`src/rtl/uartm_msg_handler.sv`:
```
// ASCII "wm <addr> <data>" / "rm <addr>" command decoder driving a 32-bit register-bus master.
// Latency: reg_cs rises the cycle after the terminator is popped; first response byte the cycle after reg_ack or timeout.
// Backpressure: parsing stalls while rx_data_avail is low; the response stalls (tx_data held) while tx_fifo_full is high.
//
// Ports: app_clk/app_rst (async active-high), RX FIFO pop side (rx_data_avail, rx_data, rx_rd),
// TX FIFO push side (tx_fifo_full, tx_wr, tx_data), register bus (reg_cs, reg_wr, reg_addr,
// reg_wdata, reg_be, reg_rdata, reg_ack).
// Optional build macro UARTM_ECHO_EN: echo every popped RX byte into the TX FIFO in the same cycle.
module uartm_msg_handler #(
    parameter int RSP_TIMEOUT = 1024
) (
    input  logic        app_clk,
    input  logic        app_rst,
    input  logic        rx_data_avail,
    input  logic [7:0]  rx_data,
    output logic        rx_rd,
    input  logic        tx_fifo_full,
    output logic        tx_wr,
    output logic [7:0]  tx_data,
    output logic        reg_cs,
    output logic        reg_wr,
    output logic [31:0] reg_addr,
    output logic [31:0] reg_wdata,
    output logic [3:0]  reg_be,
    input  logic [31:0] reg_rdata,
    input  logic        reg_ack
);

    localparam int TW = $clog2(RSP_TIMEOUT + 1);

    localparam logic [2:0] S_IDLE  = 3'd0;
    localparam logic [2:0] S_CMD   = 3'd1;
    localparam logic [2:0] S_SEP   = 3'd2;
    localparam logic [2:0] S_ADDR  = 3'd3;
    localparam logic [2:0] S_DATA  = 3'd4;
    localparam logic [2:0] S_FLUSH = 3'd5;
    localparam logic [2:0] S_BUS   = 3'd6;
    localparam logic [2:0] S_RESP  = 3'd7;

    localparam logic [1:0] R_OK = 2'd0;
    localparam logic [1:0] R_ER = 2'd1;
    localparam logic [1:0] R_TO = 2'd2;
    localparam logic [1:0] R_RD = 2'd3;

    logic [2:0]    state;
    logic          op_wr;
    logic [31:0]   addr_q;
    logic [31:0]   wdata_q;
    logic [31:0]   rdata_q;
    logic [3:0]    dig_cnt;
    logic [TW-1:0] to_cnt;
    logic [1:0]    rsp_kind;
    logic [3:0]    rsp_idx;

    logic          parse_st;
    logic          pop;
    logic          is_term;
    logic          is_sp;
    logic          hex_vld;
    logic [3:0]    hex_nib;
    logic [2:0]    err_state;
    logic [7:0]    rsp_byte;
    logic          rsp_last;
    logic [31:0]   rd_shift;

    function automatic logic [7:0] hex_char(input logic [3:0] n);
        return (n < 4'd10) ? (8'h30 + {4'h0, n}) : (8'h57 + {4'h0, n});
    endfunction

    assign parse_st = (state != S_BUS) && (state != S_RESP);
`ifdef UARTM_ECHO_EN
    // The echo shares the TX FIFO, so a byte is only popped when it can also be echoed.
    assign pop = parse_st && rx_data_avail && !tx_fifo_full;
`else
    assign pop = parse_st && rx_data_avail;
`endif

    assign is_term = (rx_data == 8'h0a) || (rx_data == 8'h0d);
    assign is_sp   = (rx_data == 8'h20);

    always_comb begin
        hex_vld = 1'b0;
        hex_nib = 4'h0;
        if (rx_data >= 8'h30 && rx_data <= 8'h39) begin
            hex_vld = 1'b1;
            hex_nib = rx_data[3:0];
        end else if ((rx_data >= 8'h61 && rx_data <= 8'h66) || (rx_data >= 8'h41 && rx_data <= 8'h46)) begin
            hex_vld = 1'b1;
            hex_nib = rx_data[3:0] + 4'd9;
        end
    end

    // A syntax error on the terminator itself answers immediately; otherwise discard up to the terminator.
    assign err_state = is_term ? S_RESP : S_FLUSH;

    assign rd_shift = rdata_q << {rsp_idx[2:0], 2'b00};

    always_comb begin
        rsp_byte = 8'h0a;
        case (rsp_kind)
            R_OK: if (rsp_idx == 4'd0) rsp_byte = 8'h6f; else if (rsp_idx == 4'd1) rsp_byte = 8'h6b;
            R_ER: if (rsp_idx == 4'd0) rsp_byte = 8'h65; else if (rsp_idx == 4'd1) rsp_byte = 8'h72;
            R_TO: if (rsp_idx == 4'd0) rsp_byte = 8'h74; else if (rsp_idx == 4'd1) rsp_byte = 8'h6f;
            default: if (rsp_idx < 4'd8) rsp_byte = hex_char(rd_shift[31:28]);
        endcase
    end

    assign rsp_last = (rsp_kind == R_RD) ? (rsp_idx == 4'd8) : (rsp_idx == 4'd2);

    assign rx_rd = pop;
`ifdef UARTM_ECHO_EN
    assign tx_wr   = ((state == S_RESP) && !tx_fifo_full) || pop;
    assign tx_data = (state == S_RESP) ? rsp_byte : (pop ? rx_data : 8'h00);
`else
    assign tx_wr   = (state == S_RESP) && !tx_fifo_full;
    assign tx_data = (state == S_RESP) ? rsp_byte : 8'h00;
`endif

    assign reg_cs    = (state == S_BUS);
    assign reg_wr    = op_wr;
    assign reg_addr  = addr_q;
    assign reg_wdata = wdata_q;
    assign reg_be    = {4{reg_cs}};

    always_ff @(posedge app_clk or posedge app_rst) begin
        if (app_rst) begin
            state    <= S_IDLE;
            op_wr    <= 1'b0;
            addr_q   <= 32'h0;
            wdata_q  <= 32'h0;
            rdata_q  <= 32'h0;
            dig_cnt  <= 4'd0;
            to_cnt   <= '0;
            rsp_kind <= R_OK;
            rsp_idx  <= 4'd0;
        end else begin
            case (state)
                S_IDLE: if (pop) begin
                    if (rx_data == 8'h77 || rx_data == 8'h72) begin
                        op_wr <= (rx_data == 8'h77);
                        state <= S_CMD;
                    end else if (!is_sp && !is_term) begin
                        state <= S_FLUSH;
                    end
                end
                S_CMD: if (pop) begin
                    if (rx_data == 8'h6d) state <= S_SEP;
                    else begin state <= err_state; rsp_kind <= R_ER; rsp_idx <= 4'd0; end
                end
                S_SEP: if (pop) begin
                    if (is_sp) begin
                        state   <= S_ADDR;
                        addr_q  <= 32'h0;
                        dig_cnt <= 4'd0;
                    end else begin state <= err_state; rsp_kind <= R_ER; rsp_idx <= 4'd0; end
                end
                S_ADDR: if (pop) begin
                    if (hex_vld && dig_cnt != 4'd8) begin
                        addr_q  <= {addr_q[27:0], hex_nib};
                        dig_cnt <= dig_cnt + 4'd1;
                    end else if (is_sp && dig_cnt == 4'd0) begin
                        state <= S_ADDR;
                    end else if (is_sp && op_wr) begin
                        state   <= S_DATA;
                        wdata_q <= 32'h0;
                        dig_cnt <= 4'd0;
                    end else if (is_term && dig_cnt != 4'd0 && !op_wr) begin
                        state  <= S_BUS;
                        to_cnt <= '0;
                    end else begin state <= err_state; rsp_kind <= R_ER; rsp_idx <= 4'd0; end
                end
                S_DATA: if (pop) begin
                    if (hex_vld && dig_cnt != 4'd8) begin
                        wdata_q <= {wdata_q[27:0], hex_nib};
                        dig_cnt <= dig_cnt + 4'd1;
                    end else if (is_sp && dig_cnt == 4'd0) begin
                        state <= S_DATA;
                    end else if (is_term && dig_cnt != 4'd0) begin
                        state  <= S_BUS;
                        to_cnt <= '0;
                    end else begin state <= err_state; rsp_kind <= R_ER; rsp_idx <= 4'd0; end
                end
                S_FLUSH: if (pop && is_term) begin
                    state    <= S_RESP;
                    rsp_kind <= R_ER;
                    rsp_idx  <= 4'd0;
                end
                S_BUS: begin
                    // reg_ack is checked first so an ack on the expiry cycle still counts as success.
                    if (reg_ack) begin
                        state    <= S_RESP;
                        rdata_q  <= reg_rdata;
                        rsp_kind <= op_wr ? R_OK : R_RD;
                        rsp_idx  <= 4'd0;
                    end else if (to_cnt == TW'(RSP_TIMEOUT - 1)) begin
                        state    <= S_RESP;
                        rsp_kind <= R_TO;
                        rsp_idx  <= 4'd0;
                    end else begin
                        to_cnt <= to_cnt + TW'(1);
                    end
                end
                default: if (!tx_fifo_full) begin
                    if (rsp_last) state <= S_IDLE;
                    else rsp_idx <= rsp_idx + 4'd1;
                end
            endcase
        end
    end

endmodule

```
`config.mk`:
```
export PLATFORM = sky130hd
export DESIGN_NAME = uartm_msg_handler
export DESIGN_NICKNAME = d
export VERILOG_FILES = /design/src/rtl/uartm_msg_handler.sv
export SDC_FILE = /design/constraint.sdc
export NUM_CORES = 1
export LEC_CHECK = 0
export CAP_MARGIN = 0
export CORE_UTILIZATION = 56
export DETAILED_ROUTE_END_ITERATION = 7
export PLACE_DENSITY = 0.86
export SLEW_MARGIN = 20
export SYNTH_ARGS = -nofsm -noshare
export SYNTH_HDL_FRONTEND = slang
export SYNTH_SLANG_ARGS = --single-unit
export TNS_END_PERCENT = 10
```
`constraint.sdc`:
```
create_clock -name app_clk -period 10.1 [get_ports app_clk]
set_input_delay 1.01 -clock app_clk [delete_from_list [all_inputs] [get_ports app_clk]]
set_output_delay 1.01 -clock app_clk [all_outputs]
set_load 0.02 [all_outputs]
```
; ---- After elaboration in Yosys (flattened, before gate mapping)
; Index checks and enable logic that the tools add are counted.
[op_classes]
bitwise = 1
reduce_logical = 40
muxes = 108
magnitude_cmp = 8
add_sub_neg = 6
shifts = 1
eq_ne = 53
[op_table]
columns = operator, count
row1 = 32-bit 2-to-1 mux, 10
row2 = 32-bit case mux with 2 select lines, 2
row3 = 11-bit 2-to-1 mux, 11
row4 = 4-bit 2-to-1 mux, 28
row5 = 3-bit 2-to-1 mux, 17
row6 = 2-bit != test (second input constant), 23
row7 = 2-bit 2-to-1 mux, 22
row8 = 7-bit 2-to-1 mux, 6
row9 = 11-bit case mux with 3 select lines, 1
row10 = 32-bit by 5-bit left shift with 32-bit output, 1
row11 = 4-bit case mux with 7 select lines, 1
row12 = 8-bit by 7-bit equality test with 1-bit output (second input constant), 3
row13 = 8-bit 2-to-1 mux, 3
row14 = 8-bit case mux with 3 select lines, 1
row15 = 12-bit AND reduction, 2
row16 = 3-bit case mux with 7 select lines, 1
row17 = 18-bit AND reduction, 1
row18 = 8-bit by 4-bit equality test with 1-bit output (second input constant), 2
row19 = 8-bit by 7-bit >= comparator with 1-bit output (second input constant), 2
row20 = 8-bit by 7-bit less-or-equal comparator with 1-bit output (second input constant), 2
row21 = 16-bit AND reduction, 1
row22 = 3-bit != test (second input constant), 5
row23 = 1-bit logical AND, 13
row24 = 3-bit equality test (second input constant), 4
row25 = other kinds (41), 55
[totals]
ff_bits = 121
output_inout_bits = 80

; ---- Logic depth before layout (Yosys ltp)
[logic_depth]
ltp_word = 10
mapped_depth = 10
depth_no_buf = 8

; ---- Worst setup path after synthesis
; No wires, ideal clock.
[synth_timing]
path_type = flip-flop to output port
start = register rsp_idx[1]
end = output tx_data[1]
required_time_ns = 9.090
path_stages_with_launch = 8
slack_ns = 6.832
t_arrival_ns = 2.258
cell_sequence = dfrtp_1 -> buf_2 -> mux4_2 -> mux2i_1 -> ha_1 -> nand2_1 -> a21boi_0 -> nor3_1
[synth_between]
elab_chain_cells = 6
[synth_rtl]
columns = item, line_no
row1 = "start, declared", 53  ; logic [3:0] rsp_idx;
row2 = "start signal, assigned", 205  ; else rsp_idx <= rsp_idx + 4'd1;
row3 = 32-bit by 5-bit left shift with 32-bit output, 96  ; assign rd_shift = rdata_q << {rsp_idx[2:0], 2'b00};
row4 = 7-bit by 4-bit adder with 8-bit output (tied with other cells), 67  ; return (n < 4'd10) ? (8'h30 + {4'h0, n}) : (8'h57 + {4'h0, n});
row5 = 8-bit 2-to-1 mux, 67
row6 = 8-bit 2-to-1 mux, 104  ; default: if (rsp_idx < 4'd8) rsp_byte = hex_char(rd_shift[31:28]);
row7 = 8-bit case mux with 3 select lines (*), 100  ; case (rsp_kind)
row8 = 8-bit 2-to-1 mux (*), 116  ; assign tx_data = (state == S_RESP) ? rsp_byte : 8'h00;
row9 = "end, declared", 19  ; output logic [7:0] tx_data,
; Mark *: on every way between the ends. The rest lies on a longest branch, timed or not.

; ---- Final worst setup path
; Same ends and word-level chain as after synthesis.

==> impl_metrics.py <==
metrics = {
    "detailed_routing": {
        "drt_iter0_markers": 334,
        "wl_um": 15400,
        "wl_met1_um": 6450,
        "first_pass_iters": 6,
        "routed-via-count": 5055,
        "wl_met2_um": 7820,
        "antenna_left": 0,
        "drc_errors": 0,
        "wl_met3_um": 870,
        "wire_per_inst_um": 18.4,
        "viasPerCell": 6.03,
        "dr.max_layer_used": "met4",
    },
    "synth": {
        "synth.ff_latch_count": 121,
        "synth_flop_cell": "dfrtp_1",
        "synth.largest_area_cell": "dfrtp_1",
        "yosys_warnings": 0,
        "syn_area_um2": 6220,
        "synth_area_leaders": "dfrtp_1 49%, mux2_2 6.3%, a22o_1 4.1%",
        "synth.top_cells.by_count": "121 x dfrtp_1, 40 x inv_1, 35 x mux2_2",
        "synthArstFlopShare_pct": 100,
        "synth_cell_type_count": 68,
        "synthCells": 577,
        "syn-mean-instance-area_um2": 10.8,
        "syn_nets": 634,
        "yosysSeqAreaShare_pct": 48.7,
        "synth_most_common_cell": "dfrtp_1",
        "synth_top_cell_area_share_pct": 48.7,
        "synth_edf_count": 0,
    },
    "cells_and_area": {
        "multi_input_area_um2": 2870,
        "area_growth_pct": 30.9,
        "diodes": 0,
        "fillers": 706,
        "finalNetCount": 743,
        "register_area_um2": 3030,
        "layout-drive-gt1-share_pct": 13.6,
        "design_area_um2": 8140,
    },
    "placed_design": {
        "dpl_cell_area_um2": 7480,
        "place.gp.congestion": 0.920,
        "portBuffers": 123,
        "dp_hpwl_um": 10000,
    },
    "pwr": {
        "p_int_mw": 1.44,
        "power_frac_seq_pct": 33.1,
        "pwr_density_cell_nw_per_um2": 271,
        "irDropWorstVdd_uv": 214,
        "power.leakage_nw": 3.48,
        "combPwrFrac_pct": 36.9,
        "p_switching_uw": 764,
        "p_clk_share_pct": 29.9,
        "p_sw_share_pct": 34.6,
    },
    "die": {
        "boundaryPins": 125,
        "die_y_um": 107,
        "rows": 38,
        "coreArea_um2": 10800,
        "start_util_pct": 57.3,
        "fp.dieArea_um2": 11500,
        "die_x_um": 107,
    },
    "critical_path": {
        "crit_path_max_incr_delay_ns": 0.72,
        "end_kind": "output port",
        "startpoint_type": "register",
        "cp_top_family": "multiplexers",
        "path_max_fanout": 12,
        "critPathBufInv": 1,
        "crit_required_ns": 9.09,
        "reg2reg_from": "state[0]",
        "cp-startpoint": "rsp_idx[1]",
        "critPathArrivalTime_ns": 3.53,
        "path_class": "reg2out",
        "path_cells": "mux4_2 -> mux2i_1 -> ha_1 -> nand2_1 -> a21boi_0 -> nor3_1 -> clkdlybuf4s50_1",
        "cp_slowest_cell": "dfrtp_1",
        "r2r_slack_ns": 6.83,
    },
    "global_route": {
        "grt_pass1_vias": 4991,
        "grt_usage_pct": 28.3,
        "grt_overflow": 0,
        "grt_first_pass_wirelength_um": 24900,
        "grt_max_degree": 76,
        "antenna_found_initial": 0,
    },
    "clock_tree": {
        "holdBufCountCts": 0,
        "path_clk_slew_ns": 0.06,
        "cts_setup_buffers": 0,
        "cts-root-buf": "clkbuf_8",
        "htree_levels": 4,
        "cts_made_buffers": 17,
        "cts_num_sinks": 121,
        "clk_path_buf_depth": 2,
        "cts_resized": 0,
        "cts_tree": "built",
        "insertion_delay_ns": 0.53,
    },
    "hold_path": {
        "hp-class": "reg2reg",
        "min_from": "rdata_q[31]",
    },
    "sta": {
        "tightest_slew_ns": 1.08,
        "clock.fmax_mhz": 220,
        "clock-skew-final_ns": 0.00969,
        "finalHoldViolations": 0,
        "rsz0062_at_grt": "false",
        "setup_viol": 0,
        "fin_crit_sh_pct": 45.0,
        "min_period_ns": 4.54,
        "setup_tns_ns": 0,
        "max-slew-margin-rel_pct": 27.7,
        "maxSlewViolCount": 0,
    },
    "run": {
        "cap_violations": 0,
    },
    "status": {
        "status": "finished, final reports clean",
    },
}
metrics by stage:
stage / instances / total power [mW] / worst slack, ns / utilization, % / hold WS [ns]
finish: 839 / 2.21 / 5.56 / 75.1 / 0.503
global route: 839 / 2.32 / 5.30 / 75.1 / 0.519
CTS: 839 / 2.21 / 5.51 / 75.0 / 0.503
detailed placement: 807 / 1.53 / 5.42 / 69.0 / 0.477
global placement: 807 / 1.49 / 5.61 / 68.9 / 0.472
floorplan: 577 / 1.25 / 5.88 / - / 0.458
cell type report:
type | instances | area share [%]
Sequential cell | 121 | 37.2
Multi-Input combinational cell | 378 | 35.2
Timing Repair Buffer | 127 | 15.5
Clock buffer | 20 | 5.60
Clock inverter | 12 | 2.40
Tap cell | 140 | 2.15
Inverter | 41 | 1.92
worst register-to-register path, cell delays in order, from the launching register on:
cell	delay (ns)
dfrtp_1	0.59
inv_1	0.22
nor3_1	0.57
o211ai_2	0.49
a21oi_4	0.87
mux2_1	0.41
worst paths after layout:
check,depth (start not counted),endpoint
worst max-delay path,7,tx_data[1]
worst min-delay path,1,rdata_q[31]
worst max register to register,5,reg_wdata[3]
worst min register to register,1,rdata_q[31]
max in group asynchronous,3,state[1]
min in group asynchronous,2,reg_wdata[14]
per-layer routing:
layer,GRT usage (%),vias to the layer above
met4,10.6,0
met1,36.4,2512
met5,0,-
met2,46.2,200
met3,7.38,29
li1,-,2314
cells by family (layout without fill, tap and decap cells):
group,Yosys count,after routing,synth area share (%)
other,1,1,0.0603
multiplexers,63,63,12.6
XOR/XNOR,1,1,0.141
flip-flops,121,121,48.7
buffers and inverters,78,200,5.43
AO/OA/AOI/OAI,155,155,18.5
adder cells (fa/ha/maj),12,12,2.42
AND/OR/NAND/NOR,146,146,12.1
power groups by stage:
stage	logic, mW	registers, mW	clock network [mW]
after CTS	0.813	0.729	0.668
after floorplan	0.501	0.748	0
after detailed placement	0.797	0.730	0
after global routing	0.881	0.747	0.689
final	0.816	0.731	0.661
after global placement	0.768	0.720	0
layout by cell type, fill, tap and decap left out, drive strengths merged, types with 8 or more instances in the layout:
cell type,instances
mux2i,11
nor2,27
dfrtp,121
nand3,12
ha,12
nor3,29
mux2,44
clkbuf,20
inv,40
o21bai,22
a22o,29
mux4,8
nand2,34
nand4,9
a21oi,21
o21ai,31
clkdlybuf4s50,123
registers in the layout (all words and copies together), names as in the netlist:
register / flops
dig_cnt: 4
rdata_q: 32
reg_addr: 32
reg_wdata: 32
reg_wr: 1
rsp_idx: 4
rsp_kind: 2
state: 3
to_cnt: 11
Power figures use the tool's default switching activity.
